File: config.mk
export PLATFORM = sky130hd
export DESIGN_NAME = rr_arbiter_4_flat
export DESIGN_NICKNAME = d
export VERILOG_FILES = /design/src/rtl/rr_arbiter_4_if.sv /design/src/rtl/rr_arbiter_4.sv /design/src/flat_wrapper.sv
export SDC_FILE = /design/constraint.sdc
export NUM_CORES = 1
export LEC_CHECK = 0
export CAP_MARGIN = 10
export CORE_MARGIN = 10
export CORE_UTILIZATION = 44
export CTS_BUF_LIST = sky130_fd_sc_hd__clkbuf_4
export DETAILED_ROUTE_END_ITERATION = 7
export PLACE_DENSITY = 0.72
export SYNTH_ARGS = -nofsm -noshare
export SYNTH_HDL_FRONTEND = slang
export SYNTH_SLANG_ARGS = --single-unit
File: constraint.sdc
create_clock -name clk -period 1.52 [get_ports clk]
set_clock_uncertainty 0.05 [all_clocks]
set_input_delay 0.304 -clock clk [delete_from_list [all_inputs] [get_ports clk]]
set_output_delay 0.304 -clock clk [all_outputs]
set_load 0.01 [all_outputs]
File: src/rtl/rr_arbiter_4_if.sv
// Request/grant bundle between four requesters and the round-robin arbiter.
// master: requester side (drives requests and enable).
// slave : arbiter side (drives the grant outputs).
interface rr_arbiter_4_if;
    logic       enable_in;
    logic [3:0] req_in;
    logic [3:0] grant_out;
    logic [1:0] grant_idx_out;
    logic       grant_valid_out;
    logic       timeout_out;

    modport master (
        output enable_in,
        output req_in,
        input  grant_out,
        input  grant_idx_out,
        input  grant_valid_out,
        input  timeout_out
    );

    modport slave (
        input  enable_in,
        input  req_in,
        output grant_out,
        output grant_idx_out,
        output grant_valid_out,
        output timeout_out
    );
endinterface

File: src/rtl/rr_arbiter_4.sv
// Four-way round-robin arbiter with a bounded hold time per grant.
// A grant persists while its request stays high, for at most MAX_HOLD cycles.
// Every release returns through IDLE, so grants are never back-to-back.
// The released index becomes the lowest priority for the next arbitration.
module rr_arbiter_4 #(
    parameter int MAX_HOLD = 8,
    parameter int HOLD_W   = 4
) (
    input  logic           clk,
    input  logic           rst,
    rr_arbiter_4_if.slave  arb
);

    typedef enum logic [0:0] {
        ST_IDLE  = 1'b0,
        ST_GRANT = 1'b1
    } state_t;

    // Last hold count value before the grant is forcibly released.
    localparam logic [HOLD_W-1:0] HOLD_LAST = HOLD_W'(MAX_HOLD - 1);

    state_t            state_r;
    state_t            state_s;
    logic [3:0]        grant_r;
    logic [3:0]        grant_s;
    logic [1:0]        grant_idx_r;
    logic [1:0]        grant_idx_s;
    logic              valid_r;
    logic              valid_s;
    logic              timeout_r;
    logic              timeout_s;
    logic [HOLD_W-1:0] hold_cnt_r;
    logic [HOLD_W-1:0] hold_cnt_s;
    logic [1:0]        last_ptr_r;
    logic [1:0]        last_ptr_s;
    logic [1:0]        winner_s;

    // One-hot decode, same encoding as the 2-to-4 select decoder.
    function automatic logic [3:0] decode_idx(input logic [1:0] idx);
        logic [3:0] onehot;
        case (idx)
            2'd0:    onehot = 4'b0001;
            2'd1:    onehot = 4'b0010;
            2'd2:    onehot = 4'b0100;
            2'd3:    onehot = 4'b1000;
            default: onehot = 4'b0000;
        endcase
        return onehot;
    endfunction

    // First set request scanning last+1 .. last+4 (mod 4). Scanning from the
    // lowest priority upwards lets the highest-priority hit overwrite earlier ones.
    function automatic logic [1:0] rr_pick(input logic [3:0] req, input logic [1:0] last);
        logic [1:0] win;
        logic [1:0] cand;
        win = last + 2'd1;
        for (int k = 4; k >= 1; k--) begin
            cand = last + 2'(k);
            win  = req[cand] ? cand : win;
        end
        return win;
    endfunction

    assign winner_s = rr_pick(arb.req_in, last_ptr_r);

    // Next-state and next-output logic for the IDLE/GRANT controller.
    always_comb begin
        state_s     = state_r;
        grant_s     = grant_r;
        grant_idx_s = grant_idx_r;
        valid_s     = valid_r;
        timeout_s   = 1'b0;
        hold_cnt_s  = hold_cnt_r;
        last_ptr_s  = last_ptr_r;
        case (state_r)
            ST_IDLE: begin
                if (arb.enable_in && (arb.req_in != 4'b0000)) begin
                    state_s     = ST_GRANT;
                    grant_idx_s = winner_s;
                    grant_s     = decode_idx(winner_s);
                    valid_s     = 1'b1;
                    hold_cnt_s  = {HOLD_W{1'b0}};
                end else begin
                    state_s     = ST_IDLE;
                    grant_s     = 4'b0000;
                    valid_s     = 1'b0;
                end
            end
            ST_GRANT: begin
                if (!arb.req_in[grant_idx_r]) begin
                    // Requester let go; a drop coinciding with the hold limit lands here too.
                    state_s    = ST_IDLE;
                    grant_s    = 4'b0000;
                    valid_s    = 1'b0;
                    last_ptr_s = grant_idx_r;
                    hold_cnt_s = {HOLD_W{1'b0}};
                end else if (hold_cnt_r == HOLD_LAST) begin
                    state_s    = ST_IDLE;
                    grant_s    = 4'b0000;
                    valid_s    = 1'b0;
                    last_ptr_s = grant_idx_r;
                    hold_cnt_s = {HOLD_W{1'b0}};
                    timeout_s  = 1'b1;
                end else begin
                    hold_cnt_s = hold_cnt_r + HOLD_W'(1);
                end
            end
            default: begin
                state_s    = ST_IDLE;
                grant_s    = 4'b0000;
                valid_s    = 1'b0;
                hold_cnt_s = {HOLD_W{1'b0}};
            end
        endcase
    end

    // State and output registers; reset leaves requester 0 at top priority.
    always_ff @(posedge clk or posedge rst) begin
        if (rst) begin
            state_r     <= ST_IDLE;
            grant_r     <= 4'b0000;
            grant_idx_r <= 2'b00;
            valid_r     <= 1'b0;
            timeout_r   <= 1'b0;
            hold_cnt_r  <= {HOLD_W{1'b0}};
            last_ptr_r  <= 2'b11;
        end else begin
            state_r     <= state_s;
            grant_r     <= grant_s;
            grant_idx_r <= grant_idx_s;
            valid_r     <= valid_s;
            timeout_r   <= timeout_s;
            hold_cnt_r  <= hold_cnt_s;
            last_ptr_r  <= last_ptr_s;
        end
    end

    assign arb.grant_out       = grant_r;
    assign arb.grant_idx_out   = grant_idx_r;
    assign arb.grant_valid_out = valid_r;
    assign arb.timeout_out     = timeout_r;

endmodule

File: src/flat_wrapper.sv
// flat-port wrapper written by rule: the top's interface ports become plain ports
module rr_arbiter_4_flat 
#(
    parameter int MAX_HOLD = 8,
    parameter int HOLD_W   = 4
)
  (clk, rst, arb_enable_in, arb_req_in, arb_grant_out, arb_grant_idx_out, arb_grant_valid_out, arb_timeout_out);
  rr_arbiter_4_if arb_i ();
  input  logic clk;
  input  logic rst;
  input wire logic [$bits(arb_i.enable_in)-1:0] arb_enable_in;
  input wire logic [$bits(arb_i.req_in)-1:0] arb_req_in;
  output wire logic [$bits(arb_i.grant_out)-1:0] arb_grant_out;
  output wire logic [$bits(arb_i.grant_idx_out)-1:0] arb_grant_idx_out;
  output wire logic [$bits(arb_i.grant_valid_out)-1:0] arb_grant_valid_out;
  output wire logic [$bits(arb_i.timeout_out)-1:0] arb_timeout_out;
  assign arb_i.enable_in = arb_enable_in;
  assign arb_i.req_in = arb_req_in;
  assign arb_grant_out = arb_i.grant_out;
  assign arb_grant_idx_out = arb_i.grant_idx_out;
  assign arb_grant_valid_out = arb_i.grant_valid_out;
  assign arb_timeout_out = arb_i.timeout_out;
  rr_arbiter_4 #(.MAX_HOLD(MAX_HOLD), .HOLD_W(HOLD_W)) u_core (.clk(clk), .rst(rst), .arb(arb_i));
endmodule
* Yosys cells after proc, flatten, opt, wreduce, memory -nomap -nowiden *
Index checks and enable logic that the tools add are counted.

operators by class
  add/subtract/negate cells = 4
  multipliers = 0
  divide/modulo/power cells = 0
  order comparisons = 5
  equal/unequal tests = 7
  shift operators = 0
  mux-type cells = 35
  bitwise operators = 1
  reductions and logical operators = 5

operator list
  operator                                                                      number
  4-bit 2-to-1 mux                                                              6
  4-bit case mux with 2 select lines                                            2
  4-bit case mux with 4 select lines                                            1
  2-bit by 3-bit less-than comparator with 1-bit output, second input constant  5
  1-bit 2-to-1 mux                                                              13
  2-bit 2-to-1 mux                                                              6
  1-bit binary-select mux with 2-bit select                                     5
  2-bit adder, second input constant                                            2
  4-bit by 1-bit adder with 4-bit output, second input constant                 1
  2-bit equality test, second input constant                                    2
  4-bit by 3-bit equality test with 1-bit output, second input constant         1
  1-bit case mux with 2 select lines                                            2
  2-bit AND reduction                                                           2
  4-bit nonzero test                                                            1
  3-bit inequality test, second input constant                                  1
  2-bit by 1-bit adder with 2-bit output, second input constant                 1
  2-bit by 1-bit equality test with 1-bit output, second input constant         1
  2-bit logical NOT                                                             1
  2-bit by 1-bit inequality test with 1-bit output, second input constant       1
  2-bit inequality test, second input constant                                  1
  1-bit logical AND                                                             1
  1-bit inverter                                                                1

storage, ports and cells
  bits in registers = 15
  bits in latches = 0
  memory bits (writable) = 0
  bits in read-only memories = 0
  input port bits = 7
  output and inout port bits = 8
  word-level logic and storage cells = 64
  memories = 0

* Depth between registers and ports, before layout *
Gate-level depths: netlist of the first run.

  depth in word-level cells = 10
  gate-level depth with buffers = 5
  depth with buffers taken out = 5

* Least setup slack after synthesis of the first run *
OpenSTA, ideal clock, no wires.

  path type = register -> register
  from = register u_core.grant_idx_r[1], in the netlist u_core.arb.grant_idx_out[1]
  to = register u_core.last_ptr_r[1]
  arrival = 1.517 ns
  data required time = 1.388 ns
  path slack = -0.129 ns
  cell stages (with the launch flop) = 4
  buffers on the path = 0
  period minus slack after synthesis = 1.649 ns
  cells stage by stage = dfrtp_1 > mux4_2 > a21oi_4 > mux2_4

on the way
  cells in the longest elaborated chain, start to end = 4
  elaborated cells on any way between the ends = 6
  those cells by class = eq/ne (1); mux (4); reduce/logical (1)

RTL lines
  item                                       line                 text
  from (decl)                                rr_arbiter_4.sv:26   logic [1:0] grant_idx_r;
  from (signal assigned)                     rr_arbiter_4.sv:130  grant_idx_r <= grant_idx_s;
  1-bit binary-select mux with 2-bit select  rr_arbiter_4.sv:90   if (!arb.req_in[grant_idx_r]) begin
  1-bit 2-to-1 mux (implied by the code)     rr_arbiter_4.sv:90
  2-bit inequality test (no source line)     --
  2-bit AND reduction (no source line)       --
  to (signal assigned)                       rr_arbiter_4.sv:134  last_ptr_r <= last_ptr_s;
  to (decl)                                  rr_arbiter_4.sv:34   logic [1:0] last_ptr_r;

Parallel ways exist; a longest one is shown, timed or not. The select of a mux whose other input is x is not followed.
A chain may end at the register's enable or synchronous reset.

* Worst setup path after layout of the first run *
Ends and elaborated chain as after synthesis.

==> results of run 1 <==
==> through the flow <==
step                setup slack [ns]  hold WS, ns  instances  instance area (um2)
floorplan                    -0.1294       0.1540         73                783.3
global placement             -0.4733       0.4282        123                 1041
detailed placement           -0.5111       0.4194        123                 1041
CTS                          -0.1101       0.2623        129                 1086
global route                 -0.2394       0.2829        130                 1187
finish                       -0.1907       0.2574        130                 1187
==> metal layers <==
| layer | vias up | routed length (um) | share of wire [%] | global-route usage (%) |
|---|---|---|---|---|
| li1 | 335 | - | - | - |
| met1 | 337 | 806 | 41 | 11.04 |
| met2 | 19 | 958 | 49 | 13.85 |
| met3 | 5 | 154 | 7.8 | 3.763 |
| met4 | 0 | 42 | 2.1 | 5.143 |
| met5 | - | 0 | 0 | 0 |
==> Yosys cell counts (all sizes together) (2+ instances only) <==
cell type,instances
inv,5
dfstp,2
a22o,2
nand2,6
o21ai,5
dfrtp,13
o22ai,3
or2b,2
mux2,2
nor2,7
a21oi,3
==> state kept, by name (all words and copies together), names as in the netlist <==
signal and count:
u_core.arb.grant_out 4, u_core.last_ptr_r 2, u_core.hold_cnt_r 4, u_core.state_r 1, u_core.arb.timeout_out 1, u_core.arb.grant_valid_out 1
u_core.arb.grant_idx_out 2
==> power by group <==
group	internal (mW)	total, mW	switching, mW	leakage, nW
clock network	0.0979	0.232	0.134	0.0177
registers	0.557	0.691	0.134	0.190
logic	0.606	1.15	0.546	0.372
==> cell families (layout without fill, tap and decap cells) <==
kind of cell,count (synthesis),after routing,synth area share (%)
AO/OA/AOI/OAI,24,24,24.44
buffers and inverters,6,38,2.875
flip-flops,15,15,48.24
AND/OR/NAND/NOR,23,23,15.50
adder cells (fa/ha/maj),1,1,1.597
multiplexers,3,3,6.229
XOR/XNOR,1,1,1.118
==> area by class of cell <==
cell class | instances | area, um2 | area share (%)
Timing Repair Buffer | 29 | 245.2 | 20.65
Clock buffer | 3 | 22.52 | 1.897
Tap cell | 25 | 31.28 | 2.634
Clock inverter | 1 | 5.005 | 0.4215
Multi-Input combinational cell | 52 | 486.7 | 40.99
Inverter | 5 | 18.77 | 1.581
Sequential cell | 15 | 377.9 | 31.82
==> worst register-to-register path: stages (launching register included) <==
cell and delay (ns):
dfrtp_1 0.39, buf_6 0.11, mux4_2 0.56, a21oi_4 0.22, mux2_4 0.32
==> final timing paths <==
kind / from / endpoint / slack (ns) / cells after the start
max: u_core.arb.grant_idx_out[1] / u_core.last_ptr_r[1] / -0.19 / 4
min: rst / u_core.arb.timeout_out / 0.26 / 3
max reg2reg: u_core.arb.grant_idx_out[1] / u_core.last_ptr_r[1] / -0.19 / 4
min reg2reg: u_core.arb.grant_out[2] / u_core.arb.grant_out[2] / 0.44 / 2
max in group asynchronous: rst / u_core.last_ptr_r[1] / 0.92 / 3
min in group clk: u_core.arb.grant_out[2] / u_core.arb.grant_out[2] / 0.44 / 2
==> what timing repair did <==
| action | 4_1_cts | 5_1_grt |
|---|---|---|
| gates resized for setup | 15 | 26 |
| endpoints found under the setup margin | 22 | 17 |
| setup buffers | 2 | 1 |
| pin swaps | 1 | 7 |
==> impl_metrics.csv, run 1 <==
group,metric,value,unit
floorplan,core,0.001708,mm2
worst_setup_path,crit_chain,"buf_6, mux4_2, a21oi_4, mux2_4",
layout,num_antenna_cells,0,
timing,fin_setup_tns,-1.249,ns
worst_setup_path,worstSetupEndpointType,"flip-flop",
route,wl,1962,um
layout,syn_to_final_growth,51.60,%
synthesis,netlist.top_cell.by_area,"dfrtp_1",
timing,period_share,112.5,%
route,post-route-drc-count,0,
timing,fin_crit,1.711,ns
layout,fill_cells,120,
power_and_ir_drop,power,2.075,mW
route,ant_nets,0,
synthesis,synth.distinct_cells,36,
worst_setup_path,max_stage_delay,0.56,ns
route,first_pass_iters,5,
clocking,insertion_delay,0.29,ns
timing,hold_viol_final,0,
route,vias,696,
timing,clock.fmax,584.6,MHz
floorplan,initial_core_util,45.86,%
floorplan,chipHeight,62.19,um
power_and_ir_drop,vdd_drop_max,0.001341,V
placed_design,io_buffer_count,14,
run,cap_violations,0,
worst_setup_path,critPathKind,"flip-flop to flip-flop",
route,routed_via_density,5.354,
timing,setup_ws,-0.1907,ns
worst_setup_path,cpLargestDelayFamily,"multiplexers",
floorplan,die_area,0.003868,mm2
run_status,violations,"negative setup slack",
power_and_ir_drop,power_density,1747,mW/mm2
worst_setup_path,cp_slowest_cell,"mux4_2",
clocking,clkTransAtPathRegs,0.09,ns
clocking,clock-sinks,15,
route,wl_per_cell,15.09,um
layout,nets,114,
worst_setup_path,required,1.69,ns
clocking,h-tree-depth,1,
floorplan,ioPinCount,15,
synthesis,avgSynthCellArea,10.73,um2
timing,setup_viol,12,
synthesis,syn-cell-area,783.3,um2
clocking,cts_buffers,3,
timing,slew_headroom,77.65,%
synthesis,yosysWarnings,0,
layout,fin_util,69.52,%
timing,rsz0062_at_grt,"true",
floorplan,die_w,62.19,um
worst_setup_path,start_kind,"flip-flop",
synthesis,synth.top_cell.area_share,41.53,%
synthesis,synth_fp_nets,81,
grt,grt_usage,9.301,%
min_path,hold_class,"input pin to async pin",
clocking,clockBufferDepth,2,
floorplan,rows,15,
worst_setup_path,cp.arrival,1.88,ns
grt,grt_start_max_net_pins,16,
clocking,cts_tree,"yes",
synthesis,ys_seq_elements,15,
synthesis,async_flop_share,100.0,%
placed_design,gp_congestion,0.7898,
clocking,cts_root_buf,"clkbuf_4",
worst_setup_path,critPathMaxFanout,4,
run_status,run_status,"finished, violations left",
grt,overflow,0,
synthesis,ys_seq_area_share,48.24,%
synthesis,synth_area_leaders,"dfrtp_1 (42%), dfstp_2 (6.7%), nor2_1 (3.4%)",
grt,grt_pass1_vias,655,
placed_design,dp.final_hpwl,1335,um
layout,final_cell_mix,"buf_4 (13), dfrtp_1 (13), dlygate4sd2_1 (10), inv_1 (5), nor2_1 (5)",
layout,drive_above_1_share,43.81,%
synthesis,syn-instance-count,73,
grt,grt_pass1_wl,2960,um
grt,antenna_found_initial,0,
timing,tightestPinTransition,0.3353,ns
synthesis,yosys_most_used_dff,"dfrtp_1",
power_and_ir_drop,leakagePower,0.5792,nW
worst_setup_path,path_buf_inv,1,
synthesis,synth_edf_count,0,
route,drt_iter0_drc,14,
clocking,holdBufCountCts,0,
timing,slew_viol_final,0,
(Power assumes the default switching activity.)
==> run 2, diff against run 1 <==
CTS_CLUSTER_SIZE = 16   (was default)
==> results of run 2 <==
Final layout, timing and power as in run 1 (identical DEF).
==> run 3, diff against run 2 <==
CELL_PAD_IN_SITES_DETAIL_PLACEMENT = 1   (was default)
CELL_PAD_IN_SITES_GLOBAL_PLACEMENT = 1   (was default)
CORE_UTILIZATION = 37   (was 44)
PLACE_DENSITY = 0.83   (was 0.72)
==> run 3 against run 2 <==
The run still ends with negative setup slack left. Wire length rose by 30%. Largest power group unchanged. Highest routed layer unchanged. Largest cell class unchanged. Maximum frequency rose by 3.3%. Setup slack improved by 0.054 ns. Die area rose by 13%. Register-to-register slack improved by 0.05 ns. Sequential share of layout area fell by 0.23 points. Critical path depth did not move. Flip-flop and latch count did not move. Clock power rose by 5%. Via count rose by 4.3%. Utilization fell by 9.2 points. Total power rose by 1.7%.
==> impl_metrics.csv, run 3 (synthesized netlist as in run 1, its figures left out) <==
group,metric,value,unit
worst_setup_path,max_stage_delay,0.57,ns
grt,met2_usage,21.38,%
timing,fin_setup_tns,-0.8801,ns
floorplan,die_w,66.01,um
clocking,clockBufferDepth,2,
layout,drive_above_1_share,42.59,%
worst_setup_path,worstSetupEndpointType,"flip-flop",
clocking,holdBufCountCts,0,
run_status,run_status,"finished, violations left",
power_and_ir_drop,power_density,1764,mW/mm2
placed_design,io_buffer_count,14,
worst_setup_path,crit_chain,"buf_4, mux4_2, a21oi_4, mux2_4",
timing,period_share,109.0,%
timing,slew_headroom,77.17,%
layout,final_cell_mix,"buf_4 (17), dfrtp_1 (13), dlygate4sd2_1 (11), nor2_1 (6)",
layout,num_antenna_cells,0,
worst_setup_path,cp_slowest_cell,"mux4_2",
floorplan,chipHeight,66.01,um
route,drt_iter0_drc,6,
timing,slew_viol_final,0,
clocking,clkTransAtPathRegs,0.11,ns
clocking,cts_buffers,3,
clocking,insertion_delay,0.29,ns
grt,grt_use_met1,13.07,%
timing,setup_viol,13,
grt,overflow,0,
clocking,clock-sinks,15,
timing,hold_viol_final,0,
clocking,cts_tree,"yes",
route,vias,726,
route,wl,2552,um
grt,antenna_found_initial,0,
grt,grt_start_max_net_pins,16,
grt,grt_pass1_wl,3933,um
clocking,cts_root_buf,"clkbuf_4",
run,cap_violations,0,
worst_setup_path,required,1.69,ns
worst_setup_path,critPathMaxFanout,4,
timing,hold_slack,0.2501,ns
timing,rsz0062_at_grt,"true",
layout,syn_to_final_growth,52.72,%
layout,fill_cells,213,
layout,final_common_cell,"buf_4",
run_status,violations,"negative setup slack",
layout,nets,117,
power_and_ir_drop,leakagePower,0.5849,nW
layout,fin_area,0.001196,mm2
timing,tightestPinTransition,0.3412,ns
floorplan,ioPinCount,15,
floorplan,die_area,0.004357,mm2
timing,clock.fmax,603.8,MHz
power_and_ir_drop,power,2.110,mW
floorplan,initial_core_util,39.52,%
floorplan,rows,16,
worst_setup_path,start_kind,"flip-flop",
min_path,hold_class,"input pin to async pin",
floorplan,core,0.001982,mm2
timing,setup_ws,-0.1362,ns
placed_design,gp_congestion,0.7764,
worst_setup_path,cp.arrival,1.83,ns
route,ant_nets,0,
grt,grt_busiest_layer,"met2",
grt,grt_pass1_vias,802,
worst_setup_path,critPathKind,"flip-flop to flip-flop",
route,post-route-drc-count,0,
timing,fin_crit,1.656,ns
power_and_ir_drop,vdd_drop_max,0.001003,V
route,wl_per_cell,18.90,um
route,first_pass_iters,3,
layout,fin_util,60.35,%
route,routed_via_density,5.378,
placed_design,postPlaceCellArea,0.001066,mm2
grt,use_met3,3.220,%
clocking,h-tree-depth,1,
grt,grt_usage,11.88,%
placed_design,dp.final_hpwl,1770,um
## run 3: cell count changes in the layout (fill, tap and decap cells not counted), moves of 2 or more
cell     change
buf_4        +4
a22o_4       -2
a22o_2       +2
nand2_2      -3
nand2_1      +2
o21ai_1      +2
## run 3: repair_timing
item / in CTS / in global routing
cloned: 0 / 0
endpoints found under the setup margin: 22 / 14
setup buffers: 2 / 1
pin swaps: 2 / 3
resized for setup: 19 / 16
## run 3: worst paths after layout
kind                                             startpoint                       to  slack, ns  depth (start not counted)
worst max-delay path            u_core.arb.grant_idx_out[1]     u_core.last_ptr_r[1]      -0.14                          4
worst max register to register  u_core.arb.grant_idx_out[1]     u_core.last_ptr_r[1]      -0.14                          4
max in group asynchronous                               rst     u_core.last_ptr_r[1]       0.91                          3
worst min-delay path                                    rst  u_core.arb.grant_out[0]       0.25                          3
worst min register to register      u_core.arb.grant_out[3]  u_core.arb.grant_out[3]       0.45                          2
min in group clk                    u_core.arb.grant_out[3]  u_core.arb.grant_out[3]       0.45                          2
## run 3: power by group
part	switching, mW	internal (mW)
Clock	0.146	0.0978
Sequential	0.158	0.557
Combinational	0.552	0.600
Total	0.856	1.25
## run 3: final cells by class
type,count,area [um2],area share [%]
Multi-Input combinational cell,52,470.5,39.33
Clock inverter,1,5.005,0.4184
Inverter,5,18.77,1.569
Sequential cell,15,377.9,31.59
Clock buffer,3,22.52,1.883
Tap cell,27,33.78,2.824
Timing Repair Buffer,32,267.8,22.38
## run 3: worst max-delay path: cells and delay by family, from the launching register on
kind | cells | cell delay [ns]
compound gates | 1 | 0.19
buf+inv | 1 | 0.11
flops | 1 | 0.36
mux | 2 | 0.89
## run 3: layer usage
| layer | routed length, um | part of all wire, % | up-vias |
|---|---|---|---|
| li1 | - | - | 338 |
| met4 | 33 | 1.3 | 0 |
| met3 | 113 | 4.4 | 4 |
| met1 | 1080 | 42 | 370 |
| met2 | 1325 | 52 | 14 |
| met5 | 0 | 0 | - |
## run 3: per-stage QoR
step	setup slack (ns)	cells
floorplan	-0.1294	73
global placement	-0.4685	128
detailed placement	-0.5401	128
CTS	-0.1353	134
global route	-0.1597	135
finish	-0.1362	135
